## config.mk

```make
export PLATFORM = sky130hd
export DESIGN_NAME = serv_dbus_ctrl
export DESIGN_NICKNAME = d
export VERILOG_FILES = /design/src/rtl/serv_dbus_ctrl.sv
export SDC_FILE = /design/constraint.sdc
export NUM_CORES = 1
export LEC_CHECK = 0
export BUFFER_PORTS_ARGS = -buffer_cell sky130_fd_sc_hd__buf_2
export CORE_MARGIN = 1
export CORE_UTILIZATION = 50
export CTS_CLUSTER_DIAMETER = 60
export DETAILED_ROUTE_END_ITERATION = 16
export PLACE_DENSITY = 0.88
export SYNTH_ARGS = -nofsm -noshare
export SYNTH_HDL_FRONTEND = slang
export SYNTH_SLANG_ARGS = --single-unit
```

## constraint.sdc

```tcl
create_clock -name i_clk -period 4.36 [get_ports i_clk]
set_clock_uncertainty 0.1 [all_clocks]
set_input_delay 0.872 -clock i_clk [delete_from_list [all_inputs] [get_ports i_clk]]
set_output_delay 0.872 -clock i_clk [all_outputs]
set_load 0.01 [all_outputs]
```

## src/rtl/serv_dbus_ctrl.sv

```systemverilog
// serv_dbus_ctrl: data-bus sequencer between the core's memory-op control
// and the Wishbone data port. Issues one Wishbone cycle per aligned request,
// flags misaligned requests without touching the bus, and hands the read
// word to the buffer register together with a one-cycle load strobe.
// Optional feature: define SERV_DBUS_TIMEOUT_EN to abort a bus cycle that
// gets no ack within TIMEOUT_CYCLES cycles (reported on o_err).
module serv_dbus_ctrl #(
    parameter int TIMEOUT_CYCLES = 255
) (
    input  logic        i_clk,
    input  logic        i_rst,
    input  logic        i_req,
    input  logic        i_we,
    input  logic [1:0]  i_size,
    input  logic [31:0] i_adr,
    input  logic [31:0] i_wdat,
    output logic [31:0] o_wb_adr,
    output logic [31:0] o_wb_dat,
    output logic [3:0]  o_wb_sel,
    output logic        o_wb_we,
    output logic        o_wb_cyc,
    input  logic [31:0] i_wb_rdt,
    input  logic        i_wb_ack,
    output logic [31:0] o_rdat,
    output logic        o_load,
    output logic        o_ack,
    output logic        o_misalign,
    output logic        o_busy,
    output logic        o_err
);

    typedef enum logic {IDLE = 1'b0, BUS = 1'b1} state_t;

    state_t      state_q, state_d;
    logic [31:0] adr_q, adr_d;
    logic [31:0] dat_q, dat_d;
    logic [31:0] rdat_q, rdat_d;
    logic [3:0]  sel_q, sel_d;
    logic        we_q, we_d;
    logic        cyc_q, cyc_d;
    logic        load_q, load_d;
    logic        ack_q, ack_d;
    logic        mis_q, mis_d;
    logic        err_d;
    logic        timeout;
    logic        misaligned;
    logic [3:0]  sel_calc;

    // Alignment check and byte-lane select for the incoming request
    always_comb begin
        misaligned = ((i_size == 2'd1) && i_adr[0]) ||
                     (i_size[1] && (i_adr[1:0] != 2'b00));
        case (i_size)
            2'd0:    sel_calc = 4'b0001 << i_adr[1:0];
            2'd1:    sel_calc = i_adr[1] ? 4'b1100 : 4'b0011;
            default: sel_calc = 4'b1111;
        endcase
    end

`ifdef SERV_DBUS_TIMEOUT_EN
    logic [15:0] cnt_q, cnt_d;
    logic        err_q;

    assign timeout = (cnt_q == 16'(TIMEOUT_CYCLES - 1));
    assign o_err   = err_q;

    // Ack-wait counter: cleared on entry to BUS, counts cycles without ack
    always_comb begin
        cnt_d = cnt_q;
        if (state_q == IDLE)
            cnt_d = '0;
        else if (!i_wb_ack && !timeout)
            cnt_d = cnt_q + 16'd1;
    end

    // Timeout counter and error pulse registers
    always_ff @(posedge i_clk) begin
        if (i_rst) begin
            cnt_q <= '0;
            err_q <= 1'b0;
        end else begin
            cnt_q <= cnt_d;
            err_q <= err_d;
        end
    end
`else
    assign timeout = 1'b0;
    assign o_err   = 1'b0;
`endif

    // Next-state and registered-output logic for the IDLE/BUS sequencer
    always_comb begin
        state_d = state_q;
        adr_d   = adr_q;
        dat_d   = dat_q;
        sel_d   = sel_q;
        we_d    = we_q;
        cyc_d   = cyc_q;
        rdat_d  = rdat_q;
        load_d  = 1'b0;
        ack_d   = 1'b0;
        mis_d   = 1'b0;
        err_d   = 1'b0;
        case (state_q)
            IDLE: begin
                // The ack/misalign guards keep a still-held i_req from
                // being taken again while the core sees the previous result.
                if (i_req && !ack_q && !mis_q) begin
                    if (misaligned) begin
                        mis_d = 1'b1;
                    end else begin
                        adr_d   = {i_adr[31:2], 2'b00};
                        dat_d   = i_wdat;
                        sel_d   = sel_calc;
                        we_d    = i_we;
                        cyc_d   = 1'b1;
                        state_d = BUS;
                    end
                end
            end
            BUS: begin
                if (i_wb_ack) begin
                    cyc_d   = 1'b0;
                    state_d = IDLE;
                    ack_d   = 1'b1;
                    if (!we_q) begin
                        rdat_d = i_wb_rdt;
                        load_d = 1'b1;
                    end
                end else if (timeout) begin
                    cyc_d   = 1'b0;
                    state_d = IDLE;
                    ack_d   = 1'b1;
                    err_d   = 1'b1;
                end
            end
            default: state_d = IDLE;
        endcase
    end

    // State and registered outputs; reset clears everything
    always_ff @(posedge i_clk) begin
        if (i_rst) begin
            state_q <= IDLE;
            adr_q   <= '0;
            dat_q   <= '0;
            sel_q   <= '0;
            we_q    <= 1'b0;
            cyc_q   <= 1'b0;
            rdat_q  <= '0;
            load_q  <= 1'b0;
            ack_q   <= 1'b0;
            mis_q   <= 1'b0;
        end else begin
            state_q <= state_d;
            adr_q   <= adr_d;
            dat_q   <= dat_d;
            sel_q   <= sel_d;
            we_q    <= we_d;
            cyc_q   <= cyc_d;
            rdat_q  <= rdat_d;
            load_q  <= load_d;
            ack_q   <= ack_d;
            mis_q   <= mis_d;
        end
    end

    assign o_wb_adr   = adr_q;
    assign o_wb_dat   = dat_q;
    assign o_wb_sel   = sel_q;
    assign o_wb_we    = we_q;
    assign o_wb_cyc   = cyc_q;
    assign o_rdat     = rdat_q;
    assign o_load     = load_q;
    assign o_ack      = ack_q;
    assign o_misalign = mis_q;
    assign o_busy     = (state_q != IDLE);

endmodule

```

==> reports/qor.yml <==
status: "finished clean"
initial_utilization_pct: 52.1
routed_via_density: 4.84
ys_warn_count: 0
fin_util_pct: 66.4
cp_cell_sequence: "buf_2 > o21ai_1 > and3_4 > buf_4 > mux2i_1"
vias: 3646
timing.setup.tns_ns: 0
dieArea_um2: 9020
slew_viol_final: 0
switching_share_pct: 24.8
synthCells: 457
grt_usage_pct: 20.2
nets: 745
yosys-top-cells-area: "dfxtp_1 48%, nand2b_1 19%, mux2i_1 15%"
clkPwrFrac_pct: 33.4
synth_top_area_cell: "dfxtp_1"
period_needed_ns: 2.52
critPathSlowestCell: "and3_4"
cts_buffers: 9
synth.top_cell.area_share_pct: 48.2
crit_path_start: "i_adr[0]"
wire_per_inst_um: 12.9
reg2reg_from: "o_busy"
avgSynthCellArea_um2: 9.45
p_leak_uw: 0.00252
antenna_found_initial: 1
maxCapViolCount: 0
ir_drop_v: 0.000235
layoutNonFillerInstCount: 753
num_rows: 33
area_delta_synth_final_pct: 27.6
p_per_area_nw_per_um2: 352
ys_types: 22
power_switching_uw: 481
port_buffers: 206
cts_sinks: 104
overflow: 0
endpoint_kind: "flip-flop"
coreArea_um2: 8300
hold_buffers: 0
drt_iter0_drc: 90
cp_top_family: "simple AND/OR/NAND/NOR gates"
cp.required_ns: 4.53
crit_arrival_ns: 2.70
drive_above_1_share_pct: 34.8
worst_slew_pin_slew_ns: 1.18
chipWidth_um: 95.0
hold_violations: 0
drtAntennaViolNets: 0
clock_latency_ns: 0.33
routabilityCongestion: 0.882
grt_pass1_vias: 3416
p_seq_share_pct: 52.7
max_stage_delay_ns: 0.62
seq_area_frac_synth_pct: 48.2
cts_setup_buffers: 0
synth_area_um2: 4320
combinationalPowerShare_pct: 13.9
relSlewSlack_pct: 21.2
period_share_pct: 57.9
cts.clk_slew.worst_paths_ns: 0.10
tritoncts: "done"
rsz0062_at_grt: "false"
cts_buffer_depth: 2
path_max_fanout: 31
ctsResizeCount: 0
dpl.cell_count: 736
timing.fmax_ghz: 0.396
p_int_uw: 1460
grt_max_degree: 168
die_y_um: 95.0
worstHoldStart: "o_rdat[13]"
worst_setup_path_start_kind: "input port"
drt_pass1_iterations: 4
io_pins: 210
dp_hpwl_mm: 7.07
synth_seq_cells: 104
grt_pass1_wl_mm: 14.4
setup_viol: 0
drcViolationCount: 0
routed_wl_mm: 9.72
crit_buf_inv: 2
root_buffer: "clkbuf_8"
min_path_type: "reg2reg"
htree_levels: 3
critPathKind: "in2reg"
cells by family after synthesis:
| kind of cell | Yosys count | share of synthesized area, % |
|---|---|---|
| AO/OA/AOI/OAI | 48 | 5.97 |
| buffers and inverters | 38 | 5.30 |
| flip-flops | 104 | 48.2 |
| multiplexers | 63 | 14.6 |
| other | 1 | 0.0868 |
| AND/OR/NAND/NOR | 203 | 25.9 |
path summary, 6_finish.rpt:
path | cells past startpoint | slack [ns] | end
min | 2 | 0.36 | o_rdat[13]
min reg2reg | 2 | 0.36 | o_rdat[13]
max | 5 | 1.84 | o_wb_dat[21]
max reg2reg | 4 | 2.06 | o_wb_dat[21]
flip-flops by register name, indices dropped and copies added, names as in the netlist:
signal and count:
o_rdat 32, o_wb_dat 32, o_wb_adr 30, o_wb_sel 4, o_ack 1, o_busy 1, o_load 1, o_misalign 1
o_wb_cyc 1, o_wb_we 1
cell usage in the layout, fill, tap and decap left out:
cell | synthesis | final
buf_2 | 0 | 205
nand2b_1 | 129 | 129
dfxtp_1 | 104 | 104
nand2_1 | 67 | 67
mux2i_1 | 63 | 63
a21oi_1 | 37 | 37
clkbuf_8 | 0 | 9
a31oi_1 | 4 | 4
conb_1 | 1 | 3
buf_4 | 7 | 3
a211oi_1 | 2 | 2
inv_1 | 2 | 2
o21ai_0 | 2 | 2
a311oi_1 | 2 | 2
nor2_1 | 2 | 2
bufinv_16 | 0 | 2
inv_6 | 0 | 2
diode_2 | 0 | 1
and3b_1 | 1 | 1
nand3b_1 | 1 | 1
o21ai_1 | 1 | 1
nor4b_4 | 1 | 1
and3_4 | 0 | 1
nand3_1 | 1 | 1
clkbuf_1 | 25 | 1
clkinv_2 | 0 | 1
clkinvlp_4 | 0 | 1
worst register-to-register path, stage by stage, from the launching register on:
cell and delay [ns]:
dfxtp_1 0.39, nor4b_4 0.48, and3_4 0.60, buf_4 0.42, mux2i_1 0.24
final cells by class:
cell class	instances	area [µm²]
Sequential cell	104	2080
Timing Repair Buffer	208	1050
Tap cell	105	131
Antenna cell	1	2.50
Clock buffer	10	128
Clock inverter	6	90.1
Fill cell	665	2790
Inverter	2	7.51
Multi-Input combinational cell	317	2020
cell usage after synthesis:
master    number
buf_12         3
mux2i_1       63
nand2b_1     129
a311oi_1       2
o21ai_1        1
conb_1         1
buf_4          7
dfxtp_1      104
nor4b_4        1
and3_1         1
buf_8          1
nand3b_1       1
a31oi_1        4
o21ai_0        2
a211oi_1       2
nor2_1         2
and3b_1        1
inv_1          2
nand2_1       67
nand3_1        1
clkbuf_1      25
a21oi_1       37
power by group through the flow:
stage | Clock (µW) | Sequential [µW] | Combinational [µW]
2_1_floorplan | 0 | 1060 | 147
3_3_place_gp | 0 | 1040 | 262
3_5_place_dp | 0 | 1040 | 271
4_1_cts | 670 | 1020 | 271
5_1_grt | 706 | 1030 | 294
6_report | 647 | 1020 | 269
per-stage QoR:
| step | hold slack, ns | area [µm²] | total power (µW) | setup slack (ns) |
|---|---|---|---|---|
| CTS | 0.358 | 5510 | 1960 | 1.87 |
| floorplan | 0.381 | 4330 | 1210 | 2.27 |
| global route | 0.375 | 5510 | 2030 | 1.75 |
| finish | 0.355 | 5510 | 1940 | 1.84 |
| global placement | 0.338 | 5290 | 1300 | 1.63 |
| detailed placement | 0.344 | 5290 | 1310 | 1.50 |
layer usage:
layer  global-route usage, %  vias to the layer above  part of all wire [%]
li1                        -                     1839                     -
met1                    20.9                     1665                    41
met2                    39.2                      133                    52
met3                    4.59                        9                   6.7
met4                    7.07                        0                   1.1
met5                       0                        -                     0
(Power assumes the default switching activity.)
